==> config.mk <==
export PLATFORM = sky130hd
export DESIGN_NAME = stage_sequencer
export DESIGN_NICKNAME = d
export VERILOG_FILES = /design/src/rtl/core_pkg.sv /design/src/rtl/sat_counter.sv /design/src/rtl/stage_sequencer.sv
export SDC_FILE = /design/constraint.sdc
export NUM_CORES = 1
export LEC_CHECK = 0
export BUFFER_PORTS_ARGS = -buffer_cell sky130_fd_sc_hd__buf_2
export CORE_AREA = 5 5 133 135
export DETAILED_ROUTE_END_ITERATION = 8
export DIE_AREA = 0 0 138 140
export SLEW_MARGIN = 20
export SYNTH_ARGS = -nofsm -noshare
export SYNTH_HDL_FRONTEND = slang
export SYNTH_HIERARCHICAL = 1
export SYNTH_SLANG_ARGS = --single-unit
==> constraint.sdc <==
create_clock -name clk -period 6.4 [get_ports clk]
set_input_delay 0.96 -clock clk [delete_from_list [all_inputs] [get_ports clk]]
set_output_delay 0.96 -clock clk [all_outputs]
set_load 0.02 [all_outputs]
==> src/rtl/core_pkg.sv <==
// Shared core definitions.
// Holds the stage encoding that appears on the sequencer's `state` bus.
// The fetch/decode/exec/mem/writeback blocks decode that bus by comparing
// it against these names.
package core_pkg;

  localparam int STATE_W = 3;

  // Codes 5 and 6 are unused and must never appear on the bus.
  typedef enum logic [STATE_W-1:0] {
    ST_IF   = 3'd0,
    ST_ID   = 3'd1,
    ST_EX   = 3'd2,
    ST_MEM  = 3'd3,
    ST_WB   = 3'd4,
    ST_HALT = 3'd7
  } stage_e;

endpackage

==> src/rtl/sat_counter.sv <==
// Saturating up-counter used for the performance counters.
//   clk : clock
//   rst : asynchronous active-high reset, clears q
//   clr : synchronous clear; takes priority over inc
//   inc : count enable; q stops at all-ones and never wraps
//   q   : current count
module sat_counter #(
  parameter int W = 32
) (
  input  logic         clk,
  input  logic         rst,
  input  logic         clr,
  input  logic         inc,
  output logic [W-1:0] q
);

  // NOTE: sequential state is written only with non-blocking assignments, so
  // every register samples values from before the clock edge.
  always_ff @(posedge clk or posedge rst) begin
    if (rst) begin
      q <= '0;
    end else if (clr) begin
      q <= '0;
    end else if (inc && (q != '1)) begin
      q <= q + W'(1);
    end
  end

endmodule

==> src/rtl/stage_sequencer.sv <==
// Central multi-cycle stage controller.
// It drives the IF/ID/EX/MEM/WB/HALT stage bus. EX is held while a
// multi-cycle unit is busy. MEM dwells MEM_LAT cycles for loads. The block
// also handles start and halt, and it keeps saturating cycle and
// retired-instruction counters.
//   clk         : core clock
//   rst         : asynchronous active-high reset
//   start       : pulse; leaves HALT and clears the counters
//   halt_req    : halt instruction decoded (looked at only in ID)
//   exec_busy   : multi-cycle exec unit busy (looked at only in EX)
//   mem_read    : load in MEM (looked at only in MEM)
//   mem_write   : store in MEM (timing identical to a non-memory MEM cycle)
//   state       : registered stage code
//   running     : state != HALT
//   cycle_count : cycles spent outside HALT since the last start
//   instr_count : instructions retired since the last start
module stage_sequencer
  import core_pkg::*;
#(
  parameter int MEM_LAT = 1,
  parameter int CNT_W   = 32
) (
  input  logic               clk,
  input  logic               rst,
  input  logic               start,
  input  logic               halt_req,
  input  logic               exec_busy,
  input  logic               mem_read,
  input  logic               mem_write,
  output logic [STATE_W-1:0] state,
  output logic               running,
  output logic [CNT_W-1:0]   cycle_count,
  output logic [CNT_W-1:0]   instr_count
);

  // The wait counter value that ends a load's MEM dwell. MEM_LAT is at most
  // 8, so 3 bits are enough.
  localparam logic [2:0] MEM_LAST = 3'(MEM_LAT - 1);

  stage_e     stage_q;
  logic [2:0] mem_wait;

  // A store has the same one-cycle MEM as a non-memory instruction. The
  // write-enable comes from the mem block, so this input has no effect here.
  logic unused_mem_write;
  assign unused_mem_write = mem_write;

  // NOTE: asynchronous reset puts the stage bus into HALT at once, without
  // waiting for a clock edge. Only a start pulse leaves HALT afterwards.
  always_ff @(posedge clk or posedge rst) begin
    if (rst) begin
      stage_q  <= ST_HALT;
      mem_wait <= '0;
    end else begin
      case (stage_q)
        ST_HALT: if (start) stage_q <= ST_IF;
        ST_IF:   stage_q <= ST_ID;
        ST_ID:   stage_q <= halt_req ? ST_HALT : ST_EX;
        ST_EX: begin
          if (!exec_busy) begin
            stage_q  <= ST_MEM;
            mem_wait <= '0;
          end
        end
        ST_MEM: begin
          // A load waits until the counter reaches MEM_LAT-1. Any other
          // instruction, including a store, leaves MEM after one cycle.
          if (mem_read && (mem_wait != MEM_LAST)) begin
            mem_wait <= mem_wait + 3'd1;
          end else begin
            stage_q <= ST_WB;
          end
        end
        ST_WB:   stage_q <= ST_IF;
        default: stage_q <= ST_HALT;
      endcase
    end
  end

  assign state   = stage_q;
  assign running = (stage_q != ST_HALT);

  // A halt instruction retires in ID. Every other instruction retires on
  // its WB edge.
  logic cnt_clr;
  logic instr_inc;
  assign cnt_clr   = (stage_q == ST_HALT) && start;
  assign instr_inc = (stage_q == ST_WB) || ((stage_q == ST_ID) && halt_req);

  sat_counter #(.W(CNT_W)) u_cycle_cnt (
    .clk (clk),
    .rst (rst),
    .clr (cnt_clr),
    .inc (running),
    .q   (cycle_count)
  );

  sat_counter #(.W(CNT_W)) u_instr_cnt (
    .clk (clk),
    .rst (rst),
    .clr (cnt_clr),
    .inc (instr_inc),
    .q   (instr_count)
  );

endmodule

After elaboration in Yosys (flattened, before gate mapping)
Cells that the tools add are included.
W data, S select, Z words.

word-level totals
  bits in registers = 70
  input port bits = 7
  bits in latches = 0
  bits in writable memories = 0
  output and inout bits = 68
  bits in read-only memories = 0
  word-level logic and storage cells = 44
  memories = 0

operators by class
  reductions and logical operators = 13
  mux-type cells = 12
  order comparisons = 0
  bitwise gates (word level) = 0
  multipliers = 0
  divide/modulo/power cells = 0
  shift-type cells = 0
  eq/ne operators = 12
  add/sub/neg operators = 3

operators by type and width
  cell                     number
  $mux W32                 4
  $add A32 B1 Y32 const B  2
  $ne A32 B32 Y1 const B   2
  $mux W3                  6
  $pmux W3 S6              1
  $ne A2 B2 Y1 const B     4
  $eq A3 B2 Y1 const B     2
  $eq A3 B3 Y1 const B     2
  $pmux W3 S2              1
  $reduce_and A3 Y1        2
  $reduce_bool A2 Y1       3
  $logic_and A1 B1 Y1      5
  $add A3 B1 Y3 const B    1
  $eq A3 B1 Y1 const B     1
  $logic_not A3 Y1         1
  $ne A3 B3 Y1 const B     1
  $reduce_bool A3 Y1       1
  $logic_or A1 B1 Y1       1

Logic depth before layout (Yosys ltp)
  depth in word-level cells = 6
  mapped depth = 10
  depth with buffers taken out = 8

Cells and area by module
The synthesis kept the hierarchy.

modules (own cells, without submodules)
  module                     cells an instance  seq. area each (um2)  instances  area each (um2)
  sat_counter (u_cycle_cnt)  195                800.8                 1          1,826.8
  sat_counter (u_instr_cnt)  186                800.8                 1          1,740.4
  stage_sequencer            45                 153.9                 1          445.4

Worst setup path before layout
OpenSTA, ideal clock, no wires.

  path kind = input to register
  start = input port halt_req
  end = register u_instr_cnt.q[19]
  slack = 3.635 ns
  setup time = 0.078 ns
  arrival = 2.687 ns
  cell stages on the path = 9
  required time = 6.322 ns
  buffers on the path = 1
  path through = and3b_2 a21oi_1 nor2_1 nand4_1 nor3_1 o311ai_1 buf_2 or4_1 a21oi_1

between the ends
  cells in the longest elaborated chain, start to end = 4

RTL lines
  what                                 line                   RTL
  start: declaration                   stage_sequencer.sv:26  input logic halt_req,
  $logic_and A1 B1 Y1                  stage_sequencer.sv:88  assign instr_inc = (stage_q == ST_WB) || ((stage_q == ST_ID) && halt_req);
  $logic_or A1 B1 Y1                   stage_sequencer.sv:88
  via instr_inc                        stage_sequencer.sv:86  logic instr_inc;
  $logic_and A1 B1 Y1                  sat_counter.sv:24      end else if (inc && (q != '1)) begin
  $reduce_bool A2 Y1 (no source line)  -
  end signal: assignment               sat_counter.sv:25      q <= q + W'(1);
  end: declaration                     sat_counter.sv:14      output logic [W-1:0] q

The timed path passes the listed nets, and every way through them passes these cells.
A chain may end at the register's enable or synchronous reset.

Worst setup path in the final report
  start = input port halt_req
  end = register u_instr_cnt.q[27]

The elaborated chain is that of the path after synthesis.

==> flow_summary.json <==
{
  "outcome": "complete, no violations",
  "ir_drop_mv": 0.141,
  "drt-vias-per-instance": 5.04,
  "synthSimpleGateAreaFrac": 0.277,
  "setup_viol": 0,
  "port_buffers": 73,
  "final.min_clock_period_ns": 2.99,
  "vias": 3625,
  "synth_top_cells_by_count": "dfrtp_1 (67), a21oi_1 (48), nor2_1 (28)",
  "synth_compound_area_frac": 0.184,
  "crit_end": "u_instr_cnt/q[27]$_DFFE_PP0P_",
  "synth_top_family_by_area": "simple AND/OR/NAND/NOR gates",
  "cts_buffer_depth": 2,
  "slowest_delay_ns": 0.50,
  "antennaDiodeCount": 0,
  "avgSynthCellArea_sq_um": 9.42,
  "ioPinCount": 75,
  "cts_resized": 0,
  "yosysTopAreaCellShare": 0.418,
  "regToRegStartpoint": "state[0]$_DFFE_PP1P_",
  "place_inst": 704,
  "cts_hold_buffers": 0,
  "worstPathMaxFanout": 15,
  "whs_ns": 0.542,
  "clk_latency_ns": 0.33,
  "cap_violations": 0,
  "crit_family": "simple AND/OR/NAND/NOR gates",
  "drc": 0,
  "required_ns": 6.65,
  "root_buffer": "clkbuf_16",
  "dpl.hpwl_microns": 7540,
  "p_leak_nw": 2.09,
  "yosysMostFrequentCell": "dfrtp_1",
  "postLayoutCellArea_sq_um": 4860,
  "yosysTopAreaCell": "dfrtp_1",
  "place_ws_ns": 3.16,
  "finClkSkew_ns": 0.00567,
  "cp-startpoint": "halt_req",
  "drive_gt1_frac": 0.234,
  "cts_max_level": 3,
  "yosysWarnings": 6,
  "end_kind": "flop",
  "clk_pin_slew_ns": 0.05,
  "ant_nets": 0,
  "synthXorXnorAreaFrac": 0.0327,
  "critPathBufInv": 2,
  "cts_tree": "yes",
  "stdcell_count": 719,
  "syn2layout_area_growth_pct": 21.0,
  "rsz0062_at_grt": "false",
  "ys_top_cells_by_area": "dfrtp_1 (42%), a21oi_1 (6.0%), o31ai_1 (4.5%)",
  "die_h_microns": 140,
  "fillerInstances": 1746,
  "fin_ws_ns": 3.41,
  "syn_inst": 426,
  "synthMuxAreaShare": 0.0106,
  "path_class": "input pin to flop",
  "ys_ff_latch": 70,
  "core_sq_um": 16300,
  "hold_class": "flop to flop",
  "place_area_sq_um": 4580,
  "final.period_utilization": 0.467,
  "cp.depth": 10,
  "finalNetCount": 506,
  "initial_core_util": 0.245,
  "worst_setup_path_start_kind": "input pin",
  "finalWirelength_microns": 10600,
  "synthAdderAreaFrac": 0.0125,
  "drt_iter0_markers": 331,
  "regArea_sq_um": 1760,
  "antenna_found_initial": 0,
  "die_w_microns": 138,
  "rrSetupSlack_ns": 3.47,
  "fin_util": 0.297,
  "synth_cell_type_count": 64,
  "powerDensity_nw_per_um2": 282,
  "grt_max_degree": 39,
  "worstMarginPinSlew_ns": 0.804,
  "drv_slew": 0,
  "slowest_stage": "or4_1",
  "fp.dieArea_sq_um": 19300,
  "wire_per_inst_microns": 14.8,
  "track_usage": 0.109,
  "synth_area_sq_um": 4010,
  "fin_tns_setup_ns": 0,
  "max_slew_margin": 0.458,
  "synth_edf_count": 0,
  "yosysSeqAreaShare": 0.437,
  "path_cells": "buf_2 -> and3b_2 -> a21oi_1 -> nor2_1 -> nand4_1 -> nor3_1 -> o311ai_1 -> buf_4 -> or4_1 -> a21oi_1",
  "grt-ovfl-total": 0,
  "multi_input_area_sq_um": 2080,
  "cp_common_cell": "a21oi_1",
  "worstPathArrival_ns": 3.24,
  "dr.pass1.iters": 4,
  "hold_viol": 0,
  "placementRows": 47,
  "power.total_mw": 1.37,
  "gp_congestion": 0.818,
  "numCtsBuffers": 9,
  "cts_setup_buffers": 0,
  "fmax_mhz": 335,
  "ys.flop_type": "dfrtp_1",
  "ys_async_sr_fraction": 1.00,
  "rr_endpoint": "u_instr_cnt/q[27]$_DFFE_PP0P_",
  "clock_sinks": 70,
  "grt_pass1_wl_microns": 17400,
  "syn-num-nets": 437,
  "grt_pass1_vias": 3327,
  "rr_worst_depth": 9
}
worst min path at each step:
stage                             from                      end  slack [ns]  cells after the start
6_report       mem_wait[2]$_DFFE_PP0P_  mem_wait[2]$_DFFE_PP0P_        0.54                      1
5_1_grt                            rst  mem_wait[1]$_DFFE_PP0P_        0.58                      2
4_1_cts        mem_wait[2]$_DFFE_PP0P_  mem_wait[2]$_DFFE_PP0P_        0.55                      1
3_5_place_dp   mem_wait[1]$_DFFE_PP0P_  mem_wait[1]$_DFFE_PP0P_        0.53                      1
3_3_place_gp   mem_wait[2]$_DFFE_PP0P_  mem_wait[2]$_DFFE_PP0P_        0.50                      1
2_1_floorplan  mem_wait[2]$_DFFE_PP0P_  mem_wait[2]$_DFFE_PP0P_        0.49                      1
sequential cells by signal, indices dropped and copies added (netlist names):
| signal | cells |
|---|---|
| u_cycle_cnt/q | 32 |
| state | 3 |
| u_instr_cnt/q | 32 |
| mem_wait | 3 |
cell families (layout without fill, tap and decap cells):
family	Yosys count	after routing
AND/OR/NAND/NOR	175	175
AO/OA/AOI/OAI	118	118
flip-flops	70	70
buffers and inverters	40	113
XOR/XNOR	15	15
adder cells (fa/ha/maj)	4	4
multiplexers	4	4
routing by layer:
layer,GRT usage,share of wire,vias to the layer above
li1,-,-,1763
met1,0.148,0.47,1786
met2,0.161,0.46,65
met3,0.0334,0.053,11
met4,0.0478,0.017,0
met5,0,0,-
layout make-up:
class / instances / share of cell area
clock inverters: 1 / 0.00103
repair buffers: 77 / 0.0814
clock buffers: 14 / 0.0544
well taps: 220 / 0.0567
flip-flops and latches: 70 / 0.362
inverters: 21 / 0.0162
multi-input cells: 316 / 0.429
cell usage in the layout, fill, tap and decap left out, types with 3 or more instances in the layout:
cell type	n
a21oi_1	48
and2_1	3
and3_1	3
and4_1	5
buf_2	73
buf_4	4
clkbuf_1	3
clkbuf_16	9
dfrtp_1	67
dfstp_2	3
ha_1	4
inv_1	21
nand2_1	22
nand3_1	20
nand4_1	13
nor2_1	28
nor3_1	6
nor4_1	5
nor4_2	3
o2111ai_1	3
o211ai_1	3
o21ai_0	20
o21ai_1	3
o31ai_1	24
or3_1	23
or4_1	23
xnor2_1	7
xor2_1	8
power by group:
part           internal (mW)  switching (mW)  total, mW
Combinational          0.108           0.231      0.339
Clock                  0.281           0.182      0.464
Sequential             0.493          0.0754      0.568
Total                  0.882           0.489       1.37
(Power assumes the default switching activity.)
